**config.mk**
```make
export PLATFORM = sky130hd
export DESIGN_NAME = spi_display_receiver
export DESIGN_NICKNAME = d
export VERILOG_FILES = /design/src/rtl/spi_display_receiver.sv
export SDC_FILE = /design/constraint.sdc
export NUM_CORES = 1
export LEC_CHECK = 0
export CAP_MARGIN = 20
export CORE_ASPECT_RATIO = 1.25
export CORE_UTILIZATION = 25
export DETAILED_ROUTE_END_ITERATION = 12
export PLACE_DENSITY_LB_ADDON = 0.3
export SYNTH_ARGS = -nofsm -noshare
export SYNTH_HDL_FRONTEND = slang
export SYNTH_SLANG_ARGS = --single-unit
```
**constraint.sdc**
```tcl
create_clock -name clk -period 3.81 [get_ports clk]
set_clock_uncertainty 0.05 [all_clocks]
set_input_delay 1.143 -clock clk [delete_from_list [all_inputs] [get_ports clk]]
set_output_delay 1.143 -clock clk [all_outputs]
set_load 0.1 [all_outputs]
```
**src/rtl/spi_display_receiver.sv**
```systemverilog
// rtl/spi_display_receiver.sv - display link receiver: deserialiser, command decoder, framebuffer writer
// Oversamples the serial link on clk; data bytes become framebuffer writes inside the active window.
module spi_display_receiver #(
  parameter int COLS       = 128,
  parameter int PAGES      = 8,
  parameter int ADDR_WIDTH = 10
) (
  input  logic                  clk,
  input  logic                  reset,
  input  logic                  sclk,
  input  logic                  mosi,
  input  logic                  csn,
  input  logic                  dc,
  output logic                  byteValid,
  output logic [7:0]            byteData,
  output logic                  byteIsData,
  output logic                  fbWe,
  output logic [ADDR_WIDTH-1:0] fbAddr,
  output logic [7:0]            fbData,
  output logic                  frameErr
);

  localparam int CW = $clog2(COLS);
  localparam int PW = $clog2(PAGES);
  localparam int AW = (CW > PW) ? CW : PW;
  localparam logic [CW-1:0] COL_LAST  = CW'(COLS - 1);
  localparam logic [PW-1:0] PAGE_LAST = PW'(PAGES - 1);

  typedef enum logic [2:0] {
    IDLE,
    COL_START,
    COL_END,
    PAGE_START,
    PAGE_END,
    SKIP1
  } stateT;

  logic sclkS1, sclkS2, sclkS3;
  logic mosiS1, mosiS2, mosiS3;
  logic csnS1, csnS2, csnS3;
  logic dcS1, dcS2, dcS3;

  logic [7:0] shiftReg;
  logic [2:0] bitCnt;
  logic       sclkRise, csnRise, bitEdge;
  logic [7:0] shiftNext;

  stateT         stateQ, stateD;
  logic          doWrite, argLoad, colCommit, pageCommit;
  logic [AW-1:0] argTmp;
  logic [CW-1:0] colStart, colEnd, colP, colAdv, curCol;
  logic [PW-1:0] pageStart, pageEnd, pageP, pageAdv, curPage;
  logic          colWrap;

  // Equal-depth synchronisers keep sclk, mosi, csn and dc aligned to the same sample point.
  always_ff @(posedge clk) begin
    if (!reset) begin
      {sclkS1, sclkS2, sclkS3} <= 3'b000;
      {mosiS1, mosiS2, mosiS3} <= 3'b000;
      {csnS1, csnS2, csnS3}    <= 3'b111;
      {dcS1, dcS2, dcS3}       <= 3'b000;
    end else begin
      {sclkS1, sclkS2, sclkS3} <= {sclk, sclkS1, sclkS2};
      {mosiS1, mosiS2, mosiS3} <= {mosi, mosiS1, mosiS2};
      {csnS1, csnS2, csnS3}    <= {csn, csnS1, csnS2};
      {dcS1, dcS2, dcS3}       <= {dc, dcS1, dcS2};
    end
  end

  assign sclkRise  = sclkS2 & ~sclkS3;
  assign csnRise   = csnS2 & ~csnS3;
  assign bitEdge   = sclkRise & ~csnS2;
  assign shiftNext = {shiftReg[6:0], mosiS3};

  always_ff @(posedge clk) begin
    if (!reset) begin
      shiftReg   <= '0;
      bitCnt     <= '0;
      byteValid  <= 1'b0;
      byteData   <= '0;
      byteIsData <= 1'b0;
      frameErr   <= 1'b0;
    end else begin
      byteValid <= 1'b0;
      frameErr  <= 1'b0;
      if (bitEdge) begin
        shiftReg <= shiftNext;
        if (bitCnt == 3'd7) begin
          byteData   <= shiftNext;
          byteIsData <= dcS3;
          byteValid  <= 1'b1;
          bitCnt     <= '0;
        end else begin
          bitCnt <= bitCnt + 3'd1;
        end
      end else if (csnRise && (bitCnt != 3'd0)) begin
        bitCnt   <= '0;
        frameErr <= 1'b1;
      end
    end
  end

  always_comb begin
    stateD     = stateQ;
    doWrite    = 1'b0;
    argLoad    = 1'b0;
    colCommit  = 1'b0;
    pageCommit = 1'b0;
    if (byteValid) begin
      if (byteIsData) begin
        stateD  = IDLE;
        doWrite = 1'b1;
      end else begin
        case (stateQ)
          IDLE: begin
            case (byteData)
              8'h21: stateD = COL_START;
              8'h22: stateD = PAGE_START;
              8'h81, 8'h8D, 8'hA8, 8'hD3,
              8'hD5, 8'hD9, 8'hDA, 8'hDB: stateD = SKIP1;
              default: stateD = IDLE;
            endcase
          end
          COL_START: begin
            argLoad = 1'b1;
            stateD  = COL_END;
          end
          COL_END: begin
            colCommit = 1'b1;
            stateD    = IDLE;
          end
          PAGE_START: begin
            argLoad = 1'b1;
            stateD  = PAGE_END;
          end
          PAGE_END: begin
            pageCommit = 1'b1;
            stateD     = IDLE;
          end
          SKIP1:   stateD = IDLE;
          default: stateD = IDLE;
        endcase
      end
    end
  end

  // Pointer values after the write currently on fbWe; forwarded so a write in the
  // very next cycle still lands on the advanced address.
  always_comb begin
    colWrap = (colP == colEnd) || (colP == COL_LAST);
    colAdv  = colWrap ? colStart : colP + 1'b1;
    pageAdv = pageP;
    if (colWrap) begin
      pageAdv = ((pageP == pageEnd) || (pageP == PAGE_LAST)) ? pageStart : pageP + 1'b1;
    end
    curCol  = fbWe ? colAdv : colP;
    curPage = fbWe ? pageAdv : pageP;
  end

  always_ff @(posedge clk) begin
    if (!reset) begin
      stateQ    <= IDLE;
      argTmp    <= '0;
      colStart  <= '0;
      colEnd    <= COL_LAST;
      pageStart <= '0;
      pageEnd   <= PAGE_LAST;
      colP      <= '0;
      pageP     <= '0;
      fbWe      <= 1'b0;
      fbAddr    <= '0;
      fbData    <= '0;
    end else begin
      stateQ <= stateD;
      fbWe   <= doWrite;
      if (doWrite) begin
        fbAddr <= ADDR_WIDTH'({curPage, curCol});
        fbData <= byteData;
      end
      if (argLoad) begin
        argTmp <= byteData[AW-1:0];
      end
      // A window commit reloads its pointer and overrides any concurrent advance.
      if (colCommit) begin
        colStart <= argTmp[CW-1:0];
        colEnd   <= byteData[CW-1:0];
        colP     <= argTmp[CW-1:0];
      end else if (fbWe) begin
        colP <= colAdv;
      end
      if (pageCommit) begin
        pageStart <= argTmp[PW-1:0];
        pageEnd   <= byteData[PW-1:0];
        pageP     <= argTmp[PW-1:0];
      end else if (fbWe) begin
        pageP <= pageAdv;
      end
    end
  end

endmodule

```
==> flow_summary.ini <==
[grt]
antenna_found_initial = 0
grt_max_degree = 48
first_global_vias = 3066
grt_pass1_wl_um = 16000
grt_overflow = 0
track_usage_pct = 12.9

[synth]
ys_ff_latch = 92
syn_nets = 471
ys_seq_area_share_pct = 47.6
syn_area_um2 = 3870
synth_edf_count = 0
yosysWarnings = 0
yosys.cell_count.top_type = nand2_1
synth.avg_cell_area_um2 = 8.43
synth_flop_cell = dfxtp_1
synthTopCellsByArea = dfxtp_1, nand2_1, a21oi_1
synth_common_cells = nand2_1, dfxtp_1, a21oi_1
yosys.cell_types.count = 59
synthArstFlopShare_pct = 0
syn_inst = 459
synth_top_area_share_pct = 47.6
synth_area_leader_cell = dfxtp_1

[pwr]
ir_drop_v = 0.000202
leakage_uw = 0.00170
powerDensity_nw_per_um2 = 417
p_total_uw = 1930

[setup_path]
timing.rr.start = colP[0]$_SDFF_PN0_
arrival_ns = 1.45
required_ns = 2.62
worst_path_max_delay_cell = dfxtp_1
r2r_cells = 7
critPathMaxFanout = 16
path_buf_inv = 1
path_delay_family = flip-flops
crit_cells = 1
slowest_delay_ns = 0.70
worstSetupEndpointType = output port
worstSetupStartpointType = register
ff2ff_setup_slack_ns = 1.45
crit_type = reg -> out
r2r-end = colP[3]$_SDFF_PN0_
cp_cell_sequence = buf_4

[floorplanning]
die_h_um = 141
dieArea_um2 = 16000
fp.dieW_um = 113
rows = 50
num_io_pins = 36
start_util_pct = 25.7
core_area_um2 = 15100

[sta]
rsz0062_at_grt = false
tightest_slew_ns = 0.770
setup_viol = 0
fin_ws_ns = 1.17
fin_tns_setup_ns = 0
min_period_over_period_pct = 69.4
holdWs_ns = 0.369
slew_viol_final = 0
hold_viol = 0
min_period_ns = 2.64
relSlewSlack_pct = 48.5
fmax_mhz = 378

[placed_design]
post-place-ws_ns = 1.28
port_buffers = 35
dpl.hpwl_um = 7050
routabilityCongestion = 0.822

[finish]
multi_input_comb_area_um2 = 1880
antennaDiodeCount = 0
final_core_util_pct = 30.6
drive_above_1_share_pct = 12.6
areaGrowthSynthToFinish_pct = 19.4
seqCellArea_um2 = 1840
fillers = 1599
nNetsFinal = 492

[drt]
vias = 3279
drtIter0Drc = 160
wl_per_cell_um = 14.3
dr.pass1.iters = 4
ant_nets = 0
drcViolationCount = 0
viasPerCell = 4.73
wirelength_um = 9930

[cts]
clk_path_buf_depth = 2
cts_inserted_buffers = 9
cts_resized = 0
cts.sinks = 92
cts_tree = built
cts_hold_buf = 0
post_cts_buffers = 0
cts_root_buffer = clkbuf_16
cts_max_level = 3
clkTransAtPathRegs_ns = 0.06
clock_latency_ns = 0.34

[worst_hold_path]
hp-start = csnS1$_SDFF_PN1_
hold_end = csnS2$_SDFF_PN1_
min_path_type = reg -> reg
holdPathStages = 1

[outcome]
run_status = finished, final reports clean

[flow_run]
cap_violations = 0
[placed cells by master (no fill, tap or decap), types with 2 or more instances in the layout]
cell             instances
nand3_1                 21
nand2_1                108
a21oi_1                 45
clkdlybuf4s50_1          4
clkbuf_8                 2
mux2i_1                  9
o311ai_1                 2
a22oi_1                  3
nor3_1                   2
a31oi_1                  6
o21ai_0                 17
nand3b_1                 6
nor4b_1                  3
o22ai_1                  2
xnor2_1                 10
o221ai_1                 2
nor3b_1                  2
clkinv_4                 2
buf_4                   33
and3b_1                  2
o21ai_1                  3
inv_1                    8
dfxtp_1                 92
nor2_1                  20
nand2b_1                 4
and2_1                  13
xor2_1                   2
nand4b_1                 2
clkbuf_16                9
and3_1                   2
ha_1                     6
nand2_2                  2
o41ai_1                  2
nand4_1                  4
a211oi_1                 4
o32ai_1                  3
[metrics by stage]
step | cells | cell area, um2
floorplan | 459 | 3870
global placement | 677 | 4310
detailed placement | 677 | 4310
CTS | 693 | 4620
global route | 693 | 4620
finish | 693 | 4620
[sequential cells by signal (all words and copies together) (netlist names), 3 cells and up]
signal,cells
shiftReg,7
byteData,8
colStart,7
colP,7
pageP,3
pageEnd,3
fbAddr,10
stateQ,3
argTmp,7
bitCnt,3
colEnd,7
fbData,8
pageStart,3
[layer usage]
| metal | wire [um] | up-vias | GRT usage, % | share of wire, % |
|---|---|---|---|---|
| li1 | - | 1636 | - | - |
| met1 | 4320 | 1565 | 14.9 | 43 |
| met2 | 5030 | 61 | 22.2 | 51 |
| met3 | 299 | 17 | 2.49 | 3.0 |
| met4 | 287 | 0 | 7.06 | 2.9 |
| met5 | 0 | - | 0 | 0 |
[area by class of cell]
type / instances / area share, %
clock buffer: 11 / 5.47
clock inverter: 5 / 1.30
inverter: 8 / 0.650
multi-input combinational: 331 / 40.8
sequential: 92 / 39.9
tap: 208 / 5.63
timing repair buffer: 38 / 6.34
[report_power, final]
part / leakage [uW] / switching (uW) / internal, uW
clock: 0.000152 / 371 / 545
combinational: 0.000807 / 24.6 / 12.7
sequential: 0.000743 / 5.10 / 968
[cells by family (layout without fill, tap and decap cells)]
group	count (synthesis)	after routing	synth area share [%]
XOR/XNOR	12	12	2.72
adder cells (fa/ha/maj)	7	7	2.20
AO/OA/AOI/OAI	100	100	15.9
multiplexers	10	10	2.62
buffers and inverters	36	62	3.75
flip-flops	92	92	47.6
AND/OR/NAND/NOR	202	202	25.3
[worst max-delay path by stage]
| stage | startpoint | to | slack [ns] |
|---|---|---|---|
| final | fbWe$_SDFF_PN0_ | fbWe | 1.17 |
| after global routing | fbWe$_SDFF_PN0_ | fbWe | 1.10 |
| after CTS | fbWe$_SDFF_PN0_ | fbWe | 1.16 |
| after detailed placement | reset | fbAddr[9]$_SDFFE_PN0P_ | 1.28 |
| after global placement | reset | fbAddr[9]$_SDFFE_PN0P_ | 1.35 |
| after floorplan | byteData[5]$_SDFFE_PN0P_ | stateQ[1]$_SDFFE_PN0P_ | 1.48 |
No activity file was read; power rests on OpenSTA's default activity.
